**src/rtl/serial_alu_pkg.sv**
```systemverilog
// Shared types and constants for the bit-serial ALU controller.
// Latency: n/a (declarations only).
// Backpressure: n/a.
package serial_alu_pkg;

    localparam int DEF_WIDTH = 32;

    localparam logic [2:0] OP_AND  = 3'b000;
    localparam logic [2:0] OP_NOR  = 3'b001;
    localparam logic [2:0] OP_OR   = 3'b010;
    localparam logic [2:0] OP_XOR  = 3'b011;
    localparam logic [2:0] OP_NAND = 3'b100;
    localparam logic [2:0] OP_ADD  = 3'b101;
    localparam logic [2:0] OP_SUB  = 3'b110;
    localparam logic [2:0] OP_SLT  = 3'b111;

    typedef enum logic [1:0] {
        IDLE = 2'd0,
        RUN  = 2'd1,
        DONE = 2'd2
    } state_t;

    // Ops that route through the adder and report carry/overflow
    function automatic logic is_arith(input logic [2:0] op);
        return (op == OP_ADD) || (op == OP_SUB) || (op == OP_SLT);
    endfunction

    // Ops that compute a - b (inverted B, carry-in of one)
    function automatic logic is_negate(input logic [2:0] op);
        return (op == OP_SUB) || (op == OP_SLT);
    endfunction

endpackage

```
**src/rtl/serial_alu_ctrl_if.sv**
```systemverilog
// Request/response bundle between a requester and the serial ALU controller.
// Latency: n/a (wires only).
// Backpressure: none; start is only honoured while the controller is not busy.
interface serial_alu_ctrl_if
    import serial_alu_pkg::*;
#(
    parameter int WIDTH = DEF_WIDTH
);
    logic             start;
    logic [2:0]       op;
    logic [WIDTH-1:0] a;
    logic [WIDTH-1:0] b;
    logic             busy;
    logic             done;
    logic [WIDTH-1:0] result;
    logic             carryout;
    logic             overflow;
    logic             zero;

    modport master (
        output start, op, a, b,
        input  busy, done, result, carryout, overflow, zero
    );

    modport slave (
        input  start, op, a, b,
        output busy, done, result, carryout, overflow, zero
    );
endinterface

```
**src/rtl/serial_alu_slice.sv**
```systemverilog
// One-bit ALU slice: AND/NOR/OR/XOR/NAND or full adder with optional B inversion.
// Latency: purely combinational.
// Backpressure: none.
module serial_alu_slice
    import serial_alu_pkg::*;
(
    input  logic       a_i,
    input  logic       b_i,
    input  logic       cin_i,
    input  logic       negate_i,
    input  logic [2:0] sel_i,
    output logic       y_o,
    output logic       cout_o
);
    logic b_eff;
    logic sum;

    // Full adder on (a, b^negate, cin) plus the bitwise functions, muxed by select
    always_comb begin
        b_eff  = b_i ^ negate_i;
        sum    = a_i ^ b_eff ^ cin_i;
        cout_o = (a_i & b_eff) | (cin_i & (a_i ^ b_eff));
        case (sel_i)
            OP_AND:  y_o = a_i & b_i;
            OP_NOR:  y_o = ~(a_i | b_i);
            OP_OR:   y_o = a_i | b_i;
            OP_XOR:  y_o = a_i ^ b_i;
            OP_NAND: y_o = ~(a_i & b_i);
            default: y_o = sum;
        endcase
    end
endmodule

```
**src/rtl/serial_alu_ctrl.sv**
```systemverilog
// Bit-serial ALU controller: one WIDTH-bit op through a single 1-bit slice, LSB first.
// Latency: WIDTH+1 cycles from accepting edge to the done cycle; outputs registered.
// Backpressure: start ignored while busy; SLT enabled by defining SERIAL_ALU_SLT_EN.
module serial_alu_ctrl
    import serial_alu_pkg::*;
#(
    parameter int WIDTH = DEF_WIDTH
)(
    input  logic               clk,
    input  logic               rst_n,
    serial_alu_ctrl_if.slave   bus
);
    localparam int CW = (WIDTH > 1) ? $clog2(WIDTH) : 1;

    state_t           state_q, state_d;
    logic [2:0]       op_q, op_d;
    logic [WIDTH-1:0] a_sr_q, a_sr_d;
    logic [WIDTH-1:0] b_sr_q, b_sr_d;
    logic [WIDTH-2:0] res_sr_q, res_sr_d;
    logic             carry_q, carry_d;
    logic [CW-1:0]    cnt_q, cnt_d;
    logic [WIDTH-1:0] result_q, result_d;
    logic             carryout_q, carryout_d;
    logic             overflow_q, overflow_d;
    logic             zero_q, zero_d;

    logic             slice_y;
    logic             slice_cout;
    logic [2:0]       slice_sel;
    logic             slice_neg;
    logic             last_bit;
    logic             ovf_bit;
    logic [WIDTH-1:0] res_full;

    assign last_bit  = (cnt_q == CW'(WIDTH - 1));
    assign slice_sel = is_arith(op_q) ? OP_ADD : op_q;
    assign slice_neg = is_negate(op_q);
    // Carry into the MSB is the held carry while the MSB is being processed
    assign ovf_bit   = carry_q ^ slice_cout;
    // Current bit lands at the MSB; on the last bit this is the full word
    assign res_full  = {slice_y, res_sr_q};

    serial_alu_slice u_slice (
        .a_i      (a_sr_q[0]),
        .b_i      (b_sr_q[0]),
        .cin_i    (carry_q),
        .negate_i (slice_neg),
        .sel_i    (slice_sel),
        .y_o      (slice_y),
        .cout_o   (slice_cout)
    );

    // State and datapath registers with synchronous clear
    always_ff @(posedge clk) begin
        if (!rst_n) begin
            state_q    <= IDLE;
            op_q       <= '0;
            a_sr_q     <= '0;
            b_sr_q     <= '0;
            res_sr_q   <= '0;
            carry_q    <= 1'b0;
            cnt_q      <= '0;
            result_q   <= '0;
            carryout_q <= 1'b0;
            overflow_q <= 1'b0;
            zero_q     <= 1'b0;
        end else begin
            state_q    <= state_d;
            op_q       <= op_d;
            a_sr_q     <= a_sr_d;
            b_sr_q     <= b_sr_d;
            res_sr_q   <= res_sr_d;
            carry_q    <= carry_d;
            cnt_q      <= cnt_d;
            result_q   <= result_d;
            carryout_q <= carryout_d;
            overflow_q <= overflow_d;
            zero_q     <= zero_d;
        end
    end

    // Next state: accept in IDLE/DONE, leave RUN after the MSB
    always_comb begin
        state_d = state_q;
        case (state_q)
            IDLE, DONE: state_d = bus.start ? RUN : IDLE;
            RUN:        if (last_bit) state_d = DONE;
            default:    state_d = IDLE;
        endcase
    end

    // Datapath: latch on accept, shift one bit per RUN cycle, publish on the MSB
    always_comb begin
        op_d       = op_q;
        a_sr_d     = a_sr_q;
        b_sr_d     = b_sr_q;
        res_sr_d   = res_sr_q;
        carry_d    = carry_q;
        cnt_d      = cnt_q;
        result_d   = result_q;
        carryout_d = carryout_q;
        overflow_d = overflow_q;
        zero_d     = zero_q;
        if (state_q == RUN) begin
            a_sr_d   = a_sr_q >> 1;
            b_sr_d   = b_sr_q >> 1;
            res_sr_d = res_full[WIDTH-1:1];
            carry_d  = slice_cout;
            cnt_d    = cnt_q + 1'b1;
            if (last_bit) begin
                if (op_q == OP_SLT) begin
`ifdef SERIAL_ALU_SLT_EN
                    // Sign of the true difference: sum MSB corrected by overflow
                    result_d   = WIDTH'(slice_y ^ ovf_bit);
                    carryout_d = slice_cout;
                    overflow_d = ovf_bit;
`else
                    // Unsupported opcode still completes, with a cleared result
                    result_d   = '0;
                    carryout_d = 1'b0;
                    overflow_d = 1'b0;
`endif
                end else if (is_arith(op_q)) begin
                    result_d   = res_full;
                    carryout_d = slice_cout;
                    overflow_d = ovf_bit;
                end else begin
                    result_d   = res_full;
                    carryout_d = 1'b0;
                    overflow_d = 1'b0;
                end
                zero_d = (result_d == '0);
            end
        end else if (bus.start) begin
            op_d    = bus.op;
            a_sr_d  = bus.a;
            b_sr_d  = bus.b;
            cnt_d   = '0;
            carry_d = is_negate(bus.op);
        end
    end

    // Outputs decode from registered state only
    always_comb begin
        bus.busy     = (state_q == RUN);
        bus.done     = (state_q == DONE);
        bus.result   = result_q;
        bus.carryout = carryout_q;
        bus.overflow = overflow_q;
        bus.zero     = zero_q;
    end
endmodule

```
**src/flat_wrapper.sv**
```systemverilog
// flat-port wrapper written by rule: the top's interface ports become plain ports
module serial_alu_ctrl_flat import serial_alu_pkg::*;
#(
    parameter int WIDTH = DEF_WIDTH
)
  (clk, rst_n, bus_start, bus_op, bus_a, bus_b, bus_busy, bus_done, bus_result, bus_carryout, bus_overflow, bus_zero);
  serial_alu_ctrl_if #(.WIDTH(WIDTH)) bus_i ();
  input  logic clk;
  input  logic rst_n;
  input wire logic [$bits(bus_i.start)-1:0] bus_start;
  input wire logic [$bits(bus_i.op)-1:0] bus_op;
  input wire logic [$bits(bus_i.a)-1:0] bus_a;
  input wire logic [$bits(bus_i.b)-1:0] bus_b;
  output wire logic [$bits(bus_i.busy)-1:0] bus_busy;
  output wire logic [$bits(bus_i.done)-1:0] bus_done;
  output wire logic [$bits(bus_i.result)-1:0] bus_result;
  output wire logic [$bits(bus_i.carryout)-1:0] bus_carryout;
  output wire logic [$bits(bus_i.overflow)-1:0] bus_overflow;
  output wire logic [$bits(bus_i.zero)-1:0] bus_zero;
  assign bus_i.start = bus_start;
  assign bus_i.op = bus_op;
  assign bus_i.a = bus_a;
  assign bus_i.b = bus_b;
  assign bus_busy = bus_i.busy;
  assign bus_done = bus_i.done;
  assign bus_result = bus_i.result;
  assign bus_carryout = bus_i.carryout;
  assign bus_overflow = bus_i.overflow;
  assign bus_zero = bus_i.zero;
  serial_alu_ctrl #(.WIDTH(WIDTH)) u_core (.clk(clk), .rst_n(rst_n), .bus(bus_i));
endmodule
```
**config.mk**
```make
export PLATFORM = sky130hd
export DESIGN_NAME = serial_alu_ctrl_flat
export DESIGN_NICKNAME = d
export VERILOG_FILES = /design/src/rtl/serial_alu_pkg.sv /design/src/rtl/serial_alu_ctrl_if.sv /design/src/rtl/serial_alu_slice.sv /design/src/rtl/serial_alu_ctrl.sv /design/src/flat_wrapper.sv
export SDC_FILE = /design/constraint.sdc
export NUM_CORES = 1
export LEC_CHECK = 0
export CAP_MARGIN = 20
export CORE_MARGIN = 2
export CORE_UTILIZATION = 55
export CTS_BUF_LIST = sky130_fd_sc_hd__clkbuf_4 sky130_fd_sc_hd__clkbuf_8
export CTS_CLUSTER_DIAMETER = 80
export CTS_CLUSTER_SIZE = 25
export DETAILED_ROUTE_END_ITERATION = 6
export PLACE_DENSITY = 0.83
export SLEW_MARGIN = 20
export SYNTH_ARGS = -nofsm -noshare
export SYNTH_HDL_FRONTEND = slang
export SYNTH_SLANG_ARGS = --single-unit
```
**constraint.sdc**
```tcl
create_clock -name clk -period 2.8 [get_ports clk]
set_input_delay 0.28 -clock clk [delete_from_list [all_inputs] [get_ports clk]]
set_output_delay 0.28 -clock clk [all_outputs]
set_load 0.05 [all_outputs]
```
# [Word-level counts from Yosys, hierarchy flattened]
# Cells that the tools add are included.
[classes] n_eq_ne=13 bitwise=14 n_reduce_logical=12 muxes=20 n_addsub=1
[op_table] operator="$mux W31" count=4
[op_table] operator="$mux W32" count=3
[op_table] operator="$logic_not A32 Y1" count=1
[op_table] operator="$eq A3 B3 Y1 const B" count=6
[op_table] operator="$mux W5" count=2
[op_table] operator="$mux W1" count=7
[op_table] operator="$eq A3 B2 Y1 const B" count=2
[op_table] operator="$add A5 B1 Y5 const B" count=1
[op_table] operator="$eq A5 B5 Y1 const B" count=1
[op_table] operator="$pmux W1 S5" count=1
[op_table] operator="$xor A1 B1 Y1" count=5
[op_table] operator="$logic_or A1 B1 Y1" count=4
[op_table] operator="$not A1 Y1" count=4
[op_table] operator="$pmux W2 S2" count=1
[op_table] operator="$reduce_and A2 Y1" count=2
[op_table] operator="$reduce_or A2 Y1" count=2
[op_table] operator="$and A1 B1 Y1" count=3
[op_table] operator="$eq A3 B1 Y1 const B" count=1
[op_table] operator="$logic_not A3 Y1" count=1
[op_table] operator="$mux W3" count=1
[op_table] operator="$eq A2 B1 Y1 const B" count=1
[op_table] operator="$eq A2 B2 Y1 const B" count=1
[op_table] operator="$logic_not A2 Y1" count=1
[op_table] operator="$mux W2" count=1
[op_table] operator="other kinds (3)" count=4
[totals] word_cells=73 register_bits=141 inputBits=70 output_inout_bits=37

# [Depth between registers and ports, before layout]
[logic_depth] depth_word=10 ltp_mapped=8 ltp_nobuf=7

# [Hierarchy]
# Synthesis repeated with hierarchy kept, for this count alone.
[unflattened] cells_unflattened=624 area_unflattened_um2=6187.2
[modules_own_cells] mod="serial_alu_ctrl" seq_area_each_um2=2822.7 instances=1 area_each_um2=6063.3 cells_per_inst=609
[modules_own_cells] mod="serial_alu_slice" seq_area_each_um2=0.0 instances=1 area_each_um2=123.9 cells_per_inst=15

# [Least setup slack after synthesis]
# OpenSTA, ideal clock, no wires.
[synth_timing] path_kind="reg2reg" start="register u_core.op_q[2]" end="register u_core.zero_q (netlist: u_core.bus.zero)" setup_ps=117 n_path_buf=1 path_stages_with_launch=8 arrival_time_ps=1710 synth_period_minus_slack_ps=1828 path_slack_ps=972 required_ps=2683 path_cell_list="dfxtp_1 -> buf_2 -> nand2_1 -> xnor2_1 -> fa_1 -> a21oi_1 -> o31a_1 -> a32o_1"
[synth_between] elab_chain_len=10 word_cells_on_any_way=20 cone_classes="7 x eq/ne; 5 x mux; 3 x bitwise; 5 x reduce/logical"
[synth_lines] item="from (decl)" line="serial_alu_ctrl.sv:16" rtl="logic [2:0] op_q, op_d;"
[synth_lines] item="from (signal assigned)" line="serial_alu_ctrl.sv:69" rtl="op_q <= op_d;"
[synth_lines] item="$eq A3 B3 Y1, on equally long branches" line="serial_alu_pkg.sv:25, serial_alu_pkg.sv:30, serial_alu_ctrl.sv:111"
[synth_lines] item="$logic_or A1 B1 Y1, on equally long branches" line="serial_alu_pkg.sv:25, serial_alu_pkg.sv:30"
[synth_lines] item="$logic_or A1 B1 Y1 / $xor A1 B1 Y1 (equally long branches)" line="serial_alu_pkg.sv:25, serial_alu_slice.sv:20"
[synth_lines] item="$mux W3 / $xor A1 B1 Y1 (equally long branches)" line="serial_alu_ctrl.sv:36, serial_alu_slice.sv:21"
[synth_lines] item="$eq A3 B3 Y1, or another cell as far along" line="serial_alu_slice.sv:23" rtl="case (sel_i)"
[synth_lines] item="$pmux W1 S5" line="serial_alu_slice.sv:23"
[synth_lines] item="$mux W32 *" line="serial_alu_ctrl.sv:111" rtl="if (op_q == OP_SLT) begin"
[synth_lines] item="$mux W32 *" line="serial_alu_ctrl.sv:110" rtl="if (last_bit) begin"
[synth_lines] item="$mux W32 *" line="serial_alu_ctrl.sv:104" rtl="if (state_q == RUN) begin"
[synth_lines] item="$logic_not A32 Y1 *" line="serial_alu_ctrl.sv:132" rtl="zero_d = (result_d == '0);"
[synth_lines] item="to (signal assigned)" line="serial_alu_ctrl.sv:78" rtl="zero_q <= zero_d;"
[synth_lines] item="to (decl)" line="serial_alu_ctrl.sv:25" rtl="logic zero_q, zero_d;"
# Every way passes the cells marked *; elsewhere a longest branch is shown, timed or not. The select of a mux whose other input is x is not followed.
# A chain may end at the register's enable or synchronous reset.

# [Final worst setup path]
[layout_timing] start="register u_core.op_q[1]" end="register u_core.res_sr_q[30]"
[layout_between] elab_chain_len=6 word_cells_on_any_way=16 cone_classes="7 x eq/ne; 2 x mux; 3 x bitwise; 4 x reduce/logical"
[layout_lines] item="$eq A3 B3 Y1, on equally long branches" line="serial_alu_pkg.sv:25, serial_alu_pkg.sv:30"
[layout_lines] item="$logic_or A1 B1 Y1, on equally long branches" line="serial_alu_pkg.sv:25, serial_alu_pkg.sv:30"
[layout_lines] item="$logic_or A1 B1 Y1 / $xor A1 B1 Y1 (equally long branches)" line="serial_alu_pkg.sv:25, serial_alu_slice.sv:20"
[layout_lines] item="$mux W3 / $xor A1 B1 Y1 (equally long branches)" line="serial_alu_ctrl.sv:36, serial_alu_slice.sv:21"
[layout_lines] item="$eq A3 B3 Y1, or another cell as far along" line="serial_alu_slice.sv:23"
[layout_lines] item="$pmux W1 S5 *" line="serial_alu_slice.sv:23"
[layout_lines] item="to (signal assigned)" line="serial_alu_ctrl.sv:72" rtl="res_sr_q <= res_sr_d;"
[layout_lines] item="to (decl)" line="serial_alu_ctrl.sv:19" rtl="logic [WIDTH-2:0] res_sr_q, res_sr_d;"
# Every way passes the cells marked *; elsewhere a longest branch is shown, timed or not.

==> impl_metrics.ini <==
[clock_tree]
ctsResizeCount = 0
clkTransAtPathRegs_ns = 0.07
tritoncts_clock_tree = yes
cts.sinks = 141
worst_skew_pair_latency_ns = 0.44
postCtsSetupBuffers = 0
cts_buffers = 17
ctsHtreeMaxLevel = 4
postCtsHoldBufs = 0
maximum_root_to_sink_buffer_count = 2
root_cell_of_the_clock_tree = clkbuf_8

[routing]
vias = 4747
firstDrtPassIters = 5
post_drt_wl_per_cell_um = 14.8
dr.first_iter.drc_count = 239
route.final.wire_length_mm = 12.6
remaining_drc_errors = 0
drtAntennaViolNets = 0
routed_via_density = 5.54

[power]
share_clk_of_total_power_pct = 42.6
vdd_drop_max_v = 0.000638
power.sequential.fraction_pct = 46.7
power.net_switching_mw = 1.05
power.share.combinational_pct = 10.7
sw_frac_of_total_pct = 22.5
internal_cell_power_mw = 3.59
power.leakage_nw = 3.48
power_density_mw_per_mm2 = 609

[synth]
postSynth.topFlopCell = dfxtp_1
synth_top_area_cell = dfxtp_1
seq_area_frac_synth_pct = 46.4
synth_cells = 628
synth_seq_cells = 141
syn-cell-area_mm2 = 0.00608
synth-warning-count = 0
net_count_after_synthesis = 703
postSynth.asyncResetShare_pct = 0
yosys.area.top_type_share_pct = 46.4
synth.lib_cells_used.distinct = 44
post-synth-top-count-cell = dfxtp_1
synth.top_cells.by_count = dfxtp_1, nand2_1, o211a_1
syn-mean-instance-area_um2 = 9.68
synth_edf_count = 0
synthTopCellsByArea = dfxtp_1, o211a_1, mux2i_1

[sta]
hold_ws_ns = 0.420
fmaxAchievable_mhz = 471
final-hold-violation-count = 0
timing_max_transition_violations_final = 0
slew_margin_rel_pct = 53.5
finalCritPeriodShare_pct = 75.8
final_period_minus_worst_setup_slack_ns = 2.12
rsz0062_at_grt = false
report.final.setup_viol = 0
setup_total_negative_slack_ns = 0
fin_skew_ns = 0.00867
worst_pin_slew_ns = 0.698

[critical_path]
max_stage_delay_ns = 0.56
path_max_fanout = 10
timing.reg2reg.setup_slack_ns = 0.68
kind_of_start_point_of_the_critical_path = flop
criticalPathCategory = reg2reg
reg2reg_from = u_core.op_q[1]
timing.critical_path.to_type = flop
timing.reg2reg.worst_path_depth = 7
timing.critical_path.cells = nand2_1 > xnor2_1 > fa_1 > o21ai_0 > o311a_2 > o41ai_1 > and2_1
cp.required_ns = 3.18
cp.arrival_ns = 2.51
critPathSlowestCell = fa_1
crit-reg2reg-capture = u_core.res_sr_q[30]

[global_routing]
vias_in_the_first_global_route = 4581
global_route.usage.total_pct = 21.8
grt_antenna_before_repair = 0
grt_start_max_net_pins = 169
grt_first_pass_wirelength_mm = 20.4
grt.overflow.total = 0

[cells_and_area]
fraction_of_final_layout_cells_sized_beyond_drive_strength_1_pct = 6.83
design.final.nets = 779
antennaDiodeCount = 0
area.growth.synth_to_final_pct = 25.2
layoutNonFillerInstCount = 857

[floorplan]
initial_utilization_pct = 56.4
die_y_um = 109
io_pins = 107
floorplan.die.width_um = 109
num_rows = 38
core_area_mm2 = 0.0108
dieArea_mm2 = 0.0119

[outcome]
outcome = finished clean

[worst_hold_path]
min-delay-path-class = in2reg
worstHoldStart = rst_n
min_path_cells = 2
worst_hold_path.endpoint = u_core.b_sr_q[11]

[placed_design]
dp.final_hpwl_mm = 8.30
gp_routability_congestion = 0.841
io_buffer_count = 106
placed_cells_incl_taps = 825

[flow_run]
max-cap-violations = 0
[metrics by stage]
step | power (mW) | util (%) | instance area, um^2 | setup WS [ns]
after global placement | 2.67 | 66.0 | 7120 | 0.872
final | 4.64 | 70.6 | 7620 | 0.679
after floorplan | 2.55 | - | 6080 | 0.972
after CTS | 4.68 | 70.6 | 7620 | 0.680
after global routing | 4.83 | 70.6 | 7620 | 0.549
after detailed placement | 2.70 | 66.0 | 7120 | 0.701
[critical path: cells and delay by family, from the launching register on]
| family | cells | cell delay (ns) |
|---|---|---|
| adders and majority gates | 1 | 0.56 |
| DFF | 1 | 0.54 |
| AOI/OAI and AO/OA | 3 | 0.51 |
| and+or+nand+nor | 2 | 0.29 |
| xor gates and xnor gates | 1 | 0.17 |
[power groups by stage]
stage	logic, mW	clock network, mW	registers, mW
3_5_place_dp	0.496	0	2.21
2_1_floorplan	0.361	0	2.19
3_3_place_gp	0.472	0	2.20
4_1_cts	0.499	2.01	2.16
5_1_grt	0.547	2.10	2.17
6_report	0.495	1.98	2.16
[cell usage in the layout (no fill, tap or decap), types with 5 or more instances in the layout]
master	instances
dfxtp_1	141
nand2_1	135
clkdlybuf4s50_1	103
o211a_1	63
mux2i_1	62
a21boi_0	37
nor2b_1	33
a22oi_1	31
clkbuf_8	20
nand3_1	7
nor4_1	7
bufinv_16	6
buf_4	6
and2_1	5
nor2_1	5
[cells by family after synthesis]
| logic type | after synthesis | share of synthesized area [%] |
|---|---|---|
| simple gates | 206 | 15.5 |
| compound gates | 150 | 21.1 |
| flops | 141 | 46.4 |
| mux | 63 | 10.5 |
| buf+inv | 60 | 4.90 |
| fa+ha+maj | 5 | 1.15 |
| xor+xnor | 3 | 0.432 |
[final cells by class]
type / count / area (um^2)
fill: 806 / 3180
multi-input combinational: 427 / 2970
clock inverter: 11 / 211
sequential: 141 / 2820
tap: 140 / 175
clock buffer: 21 / 283
timing repair buffer: 112 / 1140
inverter: 5 / 18.8
[sequential cells by signal, indices dropped and copies added, names as in the netlist, 2 cells and up]
register and count:
u_core.bus.result 32, u_core.a_sr_q 32, u_core.res_sr_q 31, u_core.cnt_q 5
u_core.state_q 2, u_core.b_sr_q 32, u_core.op_q 3
[worst max-delay path by stage]
stage	cells after the start	start	endpoint	slack, ns
final	7	u_core.op_q[1]	u_core.res_sr_q[30]	0.68
after global routing	7	u_core.op_q[1]	u_core.res_sr_q[30]	0.55
after CTS	2	u_core.state_q[0]	bus_done	0.68
after detailed placement	7	u_core.op_q[1]	u_core.res_sr_q[30]	0.70
after global placement	7	u_core.op_q[1]	u_core.res_sr_q[30]	0.87
after floorplan	7	u_core.op_q[2]	u_core.bus.zero	0.97
[routing by layer]
metal,GRT usage (%),part of all wire [%]
met1,23.6,42
met2,37.8,49
met5,0,0
met4,9.34,1.6
met3,8.31,7.3
Power figures use the tool's default switching activity.
